--- src/rtl/ats21_cmd_driver.sv ---
// rtl/ats21_cmd_driver.sv - host command FIFO, two-beat serialiser and alarm edge capture
//
// Ports:
//   clk, reset         clock; synchronous active-high reset
//   cmd_valid/ready    host command handshake (cmd_ready = !full)
//   cmd_data[31:0]     command word, [31:29] opcode (3'b100 is illegal)
//   ctrl[15:0], req    registered beat data/valid to target
//   ready              target accepts beat
//   busy               FIFO non-empty or a command is in flight
//   illegal_cnt        saturating count of discarded illegal commands
//   alarm_in           alarm/timer outputs from target
//   alarm_clr          per-bit clear of the sticky flags
//   alarm_evt          sticky rising-edge flags
module ats21_cmd_driver #(
    parameter int DEPTH = 4,
    parameter int CNT_W = 8
) (
    input  logic             clk,
    input  logic             reset,
    input  logic             cmd_valid,
    input  logic [31:0]      cmd_data,
    output logic             cmd_ready,
    output logic [15:0]      ctrl,
    output logic             req,
    input  logic             ready,
    output logic             busy,
    output logic [CNT_W-1:0] illegal_cnt,
    input  logic [23:0]      alarm_in,
    input  logic [23:0]      alarm_clr,
    output logic [23:0]      alarm_evt
);

    localparam int AW = $clog2(DEPTH);
    localparam logic [AW:0] FULL_CNT = (AW + 1)'(DEPTH);
    localparam logic [AW:0] ONE_CNT  = (AW + 1)'(1);

    typedef enum logic [1:0] {IDLE, HI, LO} state_t;

    state_t          state;
    logic [31:0]     mem [DEPTH];
    logic [AW-1:0]   wr_ptr;
    logic [AW-1:0]   rd_ptr;
    logic [AW-1:0]   rd_ptr_nx;
    logic [AW:0]     count;
    logic            full;
    logic            empty;
    logic            accept;
    logic            is_illegal;
    logic            push;
    logic            pop;
    logic            more_after_pop;
    logic [15:0]     next_hi;
    logic [23:0]     alarm_q;
    logic [23:0]     rise;

    assign full       = (count == FULL_CNT);
    assign empty      = (count == '0);
    assign cmd_ready  = !full;
    assign accept     = cmd_valid && cmd_ready;
    assign is_illegal = (cmd_data[31:29] == 3'b100);
    assign push       = accept && !is_illegal;
    assign pop        = (state == LO) && ready;
    assign busy       = !empty || (state != IDLE);
    assign rd_ptr_nx  = rd_ptr + AW'(1);

    // When the last stored entry pops while a new word is pushed on the same
    // edge, forward the incoming word so req stays high without a gap.
    assign more_after_pop = (count > ONE_CNT) || push;
    assign next_hi        = (count > ONE_CNT) ? mem[rd_ptr_nx][31:16] : cmd_data[31:16];

    always_ff @(posedge clk) begin
        if (push) begin
            mem[wr_ptr] <= cmd_data;
        end
    end

    always_ff @(posedge clk) begin
        if (reset) begin
            wr_ptr <= '0;
            rd_ptr <= '0;
            count  <= '0;
        end else begin
            if (push) wr_ptr <= wr_ptr + AW'(1);
            if (pop)  rd_ptr <= rd_ptr_nx;
            case ({push, pop})
                2'b10:   count <= count + ONE_CNT;
                2'b01:   count <= count - ONE_CNT;
                default: count <= count;
            endcase
        end
    end

    // Head entry stays in the FIFO until its lower beat transfers, so the
    // lower half is read straight from mem[rd_ptr] while in HI.
    always_ff @(posedge clk) begin
        if (reset) begin
            state <= IDLE;
            req   <= 1'b0;
            ctrl  <= '0;
        end else begin
            case (state)
                IDLE: begin
                    req <= 1'b0;
                    if (!empty) begin
                        ctrl  <= mem[rd_ptr][31:16];
                        req   <= 1'b1;
                        state <= HI;
                    end
                end
                HI: begin
                    if (ready) begin
                        ctrl  <= mem[rd_ptr][15:0];
                        state <= LO;
                    end
                end
                LO: begin
                    if (ready) begin
                        if (more_after_pop) begin
                            ctrl  <= next_hi;
                            state <= HI;
                        end else begin
                            req   <= 1'b0;
                            state <= IDLE;
                        end
                    end
                end
                default: begin
                    req   <= 1'b0;
                    state <= IDLE;
                end
            endcase
        end
    end

    always_ff @(posedge clk) begin
        if (reset) begin
            illegal_cnt <= '0;
        end else if (accept && is_illegal && (illegal_cnt != '1)) begin
            illegal_cnt <= illegal_cnt + CNT_W'(1);
        end
    end

    // Set has priority over clear so an edge coinciding with a clear is kept.
    assign rise = alarm_in & ~alarm_q;

    always_ff @(posedge clk) begin
        if (reset) begin
            alarm_q   <= '0;
            alarm_evt <= '0;
        end else begin
            alarm_q   <= alarm_in;
            alarm_evt <= (alarm_evt & ~alarm_clr) | rise;
        end
    end

endmodule
--- config.mk ---
export PLATFORM = sky130hd
export DESIGN_NAME = ats21_cmd_driver
export DESIGN_NICKNAME = d
export VERILOG_FILES = /design/src/rtl/ats21_cmd_driver.sv
export SDC_FILE = /design/constraint.sdc
export NUM_CORES = 1
export LEC_CHECK = 0
export BUFFER_PORTS_ARGS = -buffer_cell sky130_fd_sc_hd__buf_2
export CAP_MARGIN = 5
export CORE_MARGIN = 5
export CORE_UTILIZATION = 35
export CTS_BUF_LIST = sky130_fd_sc_hd__clkbuf_4 sky130_fd_sc_hd__clkbuf_8 sky130_fd_sc_hd__clkbuf_16
export DETAILED_ROUTE_END_ITERATION = 6
export PLACE_DENSITY_LB_ADDON = 0.05
export REMOVE_ABC_BUFFERS = 1
export SYNTH_ARGS = -nofsm -noshare
export SYNTH_HDL_FRONTEND = slang
export SYNTH_SLANG_ARGS = --single-unit
--- constraint.sdc ---
create_clock -name clk -period 2.3 [get_ports clk]
set_input_delay 0.46 -clock clk [delete_from_list [all_inputs] [get_ports clk]]
set_output_delay 0.46 -clock clk [all_outputs]
set_load 0.01 [all_outputs]
==> results of run 1 <==
==> through the flow <==
| stage | setup TNS (ns) | cell area (um2) | util, % | cells | hold WS, ns |
|---|---|---|---|---|---|
| after detailed placement | 0 | 10100 | 40.2 | 1067 | 0.461 |
| after floorplan | -11.74 | 8670 | - | 575 | 0.456 |
| after global placement | 0 | 10100 | 40.2 | 1067 | 0.453 |
| final | 0 | 11000 | 43.9 | 1116 | 0.148 |
| after global routing | 0 | 11000 | 43.9 | 1116 | 0.122 |
| after CTS | 0 | 11000 | 43.8 | 1113 | 0.122 |
==> cell usage in the layout, fill, tap and decap left out, types with 3 or more instances in the layout <==
| master | Yosys | layout |
|---|---|---|
| sky130_fd_sc_hd__a211oi_1 | 17 | 17 |
| sky130_fd_sc_hd__a21oi_1 | 30 | 30 |
| sky130_fd_sc_hd__and2_1 | 6 | 6 |
| sky130_fd_sc_hd__and2b_1 | 12 | 12 |
| sky130_fd_sc_hd__buf_12 | 0 | 8 |
| sky130_fd_sc_hd__buf_2 | 7 | 133 |
| sky130_fd_sc_hd__buf_4 | 2 | 24 |
| sky130_fd_sc_hd__bufinv_16 | 0 | 3 |
| sky130_fd_sc_hd__clkbuf_16 | 0 | 27 |
| sky130_fd_sc_hd__clkbuf_4 | 0 | 5 |
| sky130_fd_sc_hd__clkinv_2 | 0 | 7 |
| sky130_fd_sc_hd__dfxtp_1 | 84 | 83 |
| sky130_fd_sc_hd__edfxtp_1 | 128 | 128 |
| sky130_fd_sc_hd__ha_1 | 15 | 14 |
| sky130_fd_sc_hd__inv_1 | 9 | 9 |
| sky130_fd_sc_hd__mux2i_1 | 35 | 35 |
| sky130_fd_sc_hd__mux4_2 | 32 | 32 |
| sky130_fd_sc_hd__nand2_1 | 11 | 11 |
| sky130_fd_sc_hd__nand2b_1 | 50 | 50 |
| sky130_fd_sc_hd__nand3b_1 | 16 | 16 |
| sky130_fd_sc_hd__nor2_1 | 33 | 33 |
| sky130_fd_sc_hd__nor2b_1 | 27 | 27 |
| sky130_fd_sc_hd__nor3_1 | 3 | 3 |
| sky130_fd_sc_hd__o21ai_0 | 6 | 6 |
| sky130_fd_sc_hd__o221ai_1 | 16 | 16 |
| sky130_fd_sc_hd__o41ai_2 | 15 | 15 |
| sky130_fd_sc_hd__xnor2_1 | 5 | 5 |
| sky130_fd_sc_hd__xor2_1 | 6 | 6 |
==> layer usage <==
metal  wire length [um]  up-vias
li1                   -     2616
met1               9220     2709
met2               9970      133
met3               1150       26
met4                310        2
met5                 11        -
==> repair_timing <==
action                                  4_1_cts  5_1_grt
setup buffers                                 0        3
endpoints found under the setup margin        0       17
resized for setup                             0        3
==> kinds of logic after synthesis <==
kind of cell	Yosys count	share of synthesized area [%]
flops	212	62.5
simple gates	168	11.2
compound gates	91	8.55
mux	68	12.2
buf+inv	44	2.31
fa+ha+maj	15	2.12
xor+xnor	11	1.09
==> worst max path at each step <==
stage               end  cells after the start
6_report       ctrl[15]                      8
5_1_grt        ctrl[15]                      8
3_3_place_gp   ctrl[15]                      8
3_5_place_dp   ctrl[15]                      8
4_1_cts        ctrl[15]                      8
2_1_floorplan  ctrl[15]                      3
==> final cells by class <==
class	instances	area, um2	area share (%)
multi-input cells	353	3120	28.4
clock buffers	34	741	6.74
inverters	10	37.5	0.341
repair buffers	165	1010	9.15
clock inverters	12	149	1.35
well taps	330	413	3.75
flip-flops and latches	212	5530	50.3
==> state kept, by name (all words and copies together), names as in the netlist, named ones only <==
name and flops:
state 2, mem 128, illegal_cnt 8, wr_ptr 2, rd_ptr 2, ctrl 16
req 1, alarm_q 24, count 3, alarm_evt 24
==> power by group through the flow <==
stage | Clock [mW] | Sequential [mW] | Combinational (mW)
floorplan | 0 | 4.64 | 1.39
detailed placement | 0 | 4.56 | 2.58
CTS | 4.25 | 4.49 | 2.59
global route | 4.45 | 4.51 | 2.83
global placement | 0 | 4.55 | 2.55
finish | 4.11 | 4.48 | 2.58
==> run metrics, run 1 <==
Initial Util around a third; final critical delay including setup and external delays around 2.1 ns; endpoint of the worst hold path mem[2][2]; Pwr Density approximately 1000 nW/um2; TritonCTS clock tree done; number of antenna violations at the first check in global routing 1; register-to-register setup slack roughly 0.16 ns; sequential cell area fraction in the yosys report ~63%; Worst Path Buf+Inv 3; Post-layout nets 866; final worst-path setup slack 0.162 ns; routability congestion estimate from global placement 0.777; vias 5486; switching power as a share of total power between 20 and 30%; fraction of layout cells with a size suffix above 1 34.0%; count of final setup violators 0; number of distinct library cells after synthesis 42; Die Area between 20000 and 30000 um2; final number of max-transition violations 0; total design power roughly 11 mW; count of synthesis-stage warnings from yosys 0; area share of the largest cell type after synthesis 43.5%; Slowest Stage Delay on Critical Path roughly 0.36 ns; combinational share of power between 20 and 25%; worst hold start cmd_data[2]; number of global-route vias before repair around 5800; unrepaired setup endpoints after global routing false; GR Layer Usage met1 a little under a fifth; HPWL after detailed placement between 10000 and 15000 um; CTS buffer count 25; Place WS 0.0438 ns; CP Class reg2reg; data required time of the worst path around 2.7 ns; Pre-antenna DRT Iters 5; vertical die dimension 169 um; Port-buffer cells approximately 130; GR met3 Demand/Resource under 10%; Post-CTS Hold Buffers 0; sequential share of power 40.1%; clock-pin slew on the worst setup and hold paths roughly 0.06 ns; number of top-level pins about 140; Clock Power Share about 37%; x dimension of the die 169 um; cell depth of the worst hold path 1; number of H-tree branching levels 1; arrival time at the worst endpoint 2.55 ns; outcome completed; leakage power figure 4.11 nW; clock tree skew after final layout around 0.019 ns; type of the worst min-delay path in2reg; slowest cell on the critical path sky130_fd_sc_hd__a211o_4; Clock Latency Late Sink around 0.52 ns; share of synthesized flip-flops with an asynchronous set or reset 0%; global route hottest layer met2; number of maximum-capacitance violations 0; filler instances 2304; maximum buffer depth of the clock tree 3; root buffer cell sky130_fd_sc_hd__clkbuf_16; Inserted Diodes 0; kind of start point of the critical path flip-flop; r2r endpoint ctrl[15]; delay-heaviest family, CP compound AO/OA/AOI/OAI gates; CTS sink count 212; GRT overflow 0; wire length of the first global-routing pass 32200 um; number of nets with antenna violations after routing 0; final hold violation count 0; count of cells along the worst register-to-register path 8; most repeated cell in the gate-level netlist after synthesis sky130_fd_sc_hd__edfxtp_1; Worst Setup End Kind flip-flop; Area growth syn-to-layout 24.4%; global router's overall resource usage around 14%; startpoint of the most critical register-to-register path count[1]; post-detailed-route DRC marker count 0; Detailed Route Iter0 Violations about 230; slew of the pin with the lowest slew margin 0.771 ns; count of mapped cells out of synthesis between 600 and 700; cell area after synthesis around 8800 um2; worst slew slack as a fraction of its limit about half; Yosys reg bits approximately 210; worst-path cell chain inv_1 > ha_2 > a21bo_2 > nor2b_4 > inv_2 > a211o_4 > buf_4 > a2111oi_2; maximum clock frequency 468 MHz; Top FF cell, synth sky130_fd_sc_hd__edfxtp_1; per-cell via count in the routed design a little under 5; pin count of the biggest net entering global routing 59; design internal power between 8 and 9 mW; average instance area after synthesis around 15 um2; row cnt 58; routed wire length per instance about 19 um; worst supply voltage drop on vdd 0.000554 V; crit path max fanout 9; cell types occupying the most area after synthesis sky130_fd_sc_hd__edfxtp_1 (43%), sky130_fd_sc_hd__dfxtp_1 (19%), sky130_fd_sc_hd__mux4_2 (8.2%); number of synthesized flops with an enable pin about 130; fraction of the cycle the final worst path needs 92.9%; Routed WL around 21000 um; cell types with the highest counts after synthesis sky130_fd_sc_hd__edfxtp_1 (128), sky130_fd_sc_hd__dfxtp_1 (84), sky130_fd_sc_hd__nand2b_1 (50); area of the core approximately 25000 um2; area leader, netlist sky130_fd_sc_hd__edfxtp_1; CP Launch Point count[1]; switching pwr about 3.1 mW; met2 Resource Use GR about a quarter
Power figures use the tool's default switching activity.
==> run 2, diff against run 1 <==
SETUP_SLACK_MARGIN = 0.2   (was default)
==> run metrics, run 2 (synthesized netlist as in run 1, its figures left out) <==
worst-path cell chain inv_4 > ha_4 > a21bo_4 > nor2b_4 > inv_4 > a211o_4 > clkbuf_16 > o41ai_2; Routed WL 21600 um (+4.8%); post-detailed-route DRC marker count 0 (unchanged); endpoint of the worst hold path mem[3][2]; Area growth syn-to-layout 26.8%; vertical die dimension 169 um (unchanged); Pwr Density 1050 nW/um2 (+3.0%); largest registers in the final layout mem (128), alarm_evt (24), alarm_q (24); Place WS 0.0438 ns (unchanged); Inserted Diodes 0 (unchanged); crit path max fanout 8 (-1); cell depth of the worst hold path 1 (unchanged); HPWL after detailed placement 12900 um (unchanged); worst hold slack across all endpoints 0.148 ns (-0.0000100 ns); CTS sink count 212 (unchanged); switching power as a share of total power 28.7% (+0.78 points); Clock Power Share 35.0% (-1.8 points); type of the worst min-delay path in2reg; vias 5560 (+1.3%); number of top-level pins 135 (unchanged); worst supply voltage drop on vdd 0.000555 V (+0.25%); Initial Util 35.3% (unchanged); Slowest Stage Delay on Critical Path 0.43 ns (+0.07 ns); GRT overflow 0 (unchanged); register-to-register setup slack 0.25 ns (+0.09 ns); wire length of the first global-routing pass 32300 um (+0.49%); leakage power figure 4.20 nW (+2.1%); routed wire length per instance 19.3 um (+4.0%); Die Area 28500 um2 (unchanged); final critical delay including setup and external delays 2.05 ns (-0.0899 ns); TritonCTS clock tree done; Post-layout nets 874 (+0.92%); routability congestion estimate from global placement 0.777 (unchanged); per-cell via count in the routed design 4.95 (+0.63%); sequential share of power 38.3% (-1.8 points); startpoint of the most critical register-to-register path count[1]; fraction of the cycle the final worst path needs 89.0% (-3.9 points); final number of max-transition violations 0 (unchanged); number of global-route vias before repair 5807 (+0.24%); root buffer cell sky130_fd_sc_hd__clkbuf_16; combinational share of power 26.7% (+3.6 points); CTS buffer count 25 (unchanged); Detailed Route Iter0 Violations 222 (-1.8%); number of antenna violations at the first check in global routing 1 (unchanged); design internal power 8.36 mW (+3.9%); count of cells along the worst register-to-register path 8 (unchanged); Pre-antenna DRT Iters 6 (+1); maximum clock frequency 488 MHz (+4.4%); number of maximum-capacitance violations 0 (unchanged); pin count of the biggest net entering global routing 59 (unchanged); most common library cell in the layout ignoring fill and taps sky130_fd_sc_hd__buf_2; data required time of the worst path 2.72 ns (about the same); final worst-path setup slack 0.252 ns (+0.0899 ns); highest-count cells in the layout ignoring fill and taps sky130_fd_sc_hd__buf_2 (133), sky130_fd_sc_hd__edfxtp_1 (128), sky130_fd_sc_hd__dfxtp_1 (81); area of the core 25000 um2 (unchanged); count of final setup violators 0 (unchanged); register with the most flip-flops mem; slew of the pin with the lowest slew margin 0.802 ns (+0.0313 ns); CP Class reg2reg; number of H-tree branching levels 1 (unchanged); number of nets with antenna violations after routing 0 (unchanged); switching pwr 3.37 mW (+7.9%); global router's overall resource usage 14.4% (+0.065 points); slowest cell on the critical path sky130_fd_sc_hd__a211o_4; cell occurring most often along the worst timing path sky130_fd_sc_hd__inv_4; r2r endpoint ctrl[6]; fraction of layout cells with a size suffix above 1 35.8% (+1.8 points); CP Launch Point count[1]; maximum buffer depth of the clock tree 3 (unchanged); clock tree skew after final layout 0.0179 ns (-0.000677 ns); x dimension of the die 169 um (unchanged); outcome completed; final hold violation count 0 (unchanged); Clock Latency Late Sink 0.52 ns (about the same); worst hold start cmd_data[2]; Port-buffer cells 134 (unchanged); arrival time at the worst endpoint 2.47 ns (-0.08 ns); clock-pin slew on the worst setup and hold paths 0.06 ns (about the same); unrepaired setup endpoints after global routing true; flip-flop count of the largest register after layout 128 (unchanged); worst slew slack as a fraction of its limit 46.5% (-2.1 points); kind of start point of the critical path flip-flop; Worst Setup End Kind flip-flop; row cnt 58 (unchanged)
## run 2: cell types whose count changed in the layout (fill, tap and decap cells not counted), moves of 2 or more
cell and change:
sky130_fd_sc_hd__a211oi_1 -4, sky130_fd_sc_hd__a211oi_2 +4, sky130_fd_sc_hd__buf_4 +2, sky130_fd_sc_hd__buf_6 +2
sky130_fd_sc_hd__clkbuf_16 +3, sky130_fd_sc_hd__dfxtp_1 -2, sky130_fd_sc_hd__inv_1 -2, sky130_fd_sc_hd__inv_4 +2
sky130_fd_sc_hd__o41ai_2 -2, sky130_fd_sc_hd__o41ai_4 +2
## run 2: worst max path at each step
stage	to	slack, ns	cells past startpoint
floorplan	ctrl[15]	-0.60	3
CTS	ctrl[15]	0.20	8
finish	ctrl[6]	0.25	8
global route	ctrl[4]	0.18	8
global placement	ctrl[15]	0.12	8
detailed placement	ctrl[15]	0.04	8
## run 2: timing repair
item,4_1_cts,5_1_grt
setup buffers,1,5
setup endpoints to repair,17,13
hold endpoints to repair,0,0
hold buffers,0,0
pin swaps,0,3
gates cloned,0,5
gates resized for setup,4,24
## run 2: critical path: cells and delay by family (launching register included)
kind / cells / cell delay, ns
compound gates: 3 / 0.94
flops: 1 / 0.36
buf+inv: 3 / 0.32
fa+ha+maj: 1 / 0.16
simple gates: 1 / 0.15
## run 2: per-stage QoR
step	power, mW	area [um2]	TNS [ns]	util [%]	std cells
2_1_floorplan	6.03	8670	-11.74	-	575
3_3_place_gp	7.10	10100	0	40.2	1067
3_5_place_dp	7.15	10100	0	40.2	1067
4_1_cts	11.4	11000	0	43.8	1114
5_1_grt	12.4	11200	0	44.8	1124
6_report	11.7	11200	0	44.8	1124
## run 2: layer usage
layer | track usage (%) | vias to the layer above | part of all wire, %
met5 | 0 | - | 0.051
met4 | 3.60 | 2 | 1.2
met3 | 3.13 | 20 | 5.6
met2 | 24.1 | 151 | 49
met1 | 19.1 | 2755 | 44
li1 | - | 2632 | -
## run 2: layout make-up
type                            instances  area [um2]
Sequential cell                       212        5530
Clock buffer                           34         741
Tap cell                              330         413
Clock inverter                         12         149
Timing Repair Buffer                  173        1130
Inverter                               10        42.5
Multi-Input combinational cell        353        3200
Fill cell                            2287       13800
## run 2: power groups by stage
stage | clock, mW | sequential (mW) | combinational [mW]
finish | 4.11 | 4.49 | 3.13
global route | 4.45 | 4.52 | 3.38
CTS | 4.25 | 4.49 | 2.62
detailed placement | 0 | 4.56 | 2.58
global placement | 0 | 4.55 | 2.55
floorplan | 0 | 4.64 | 1.39
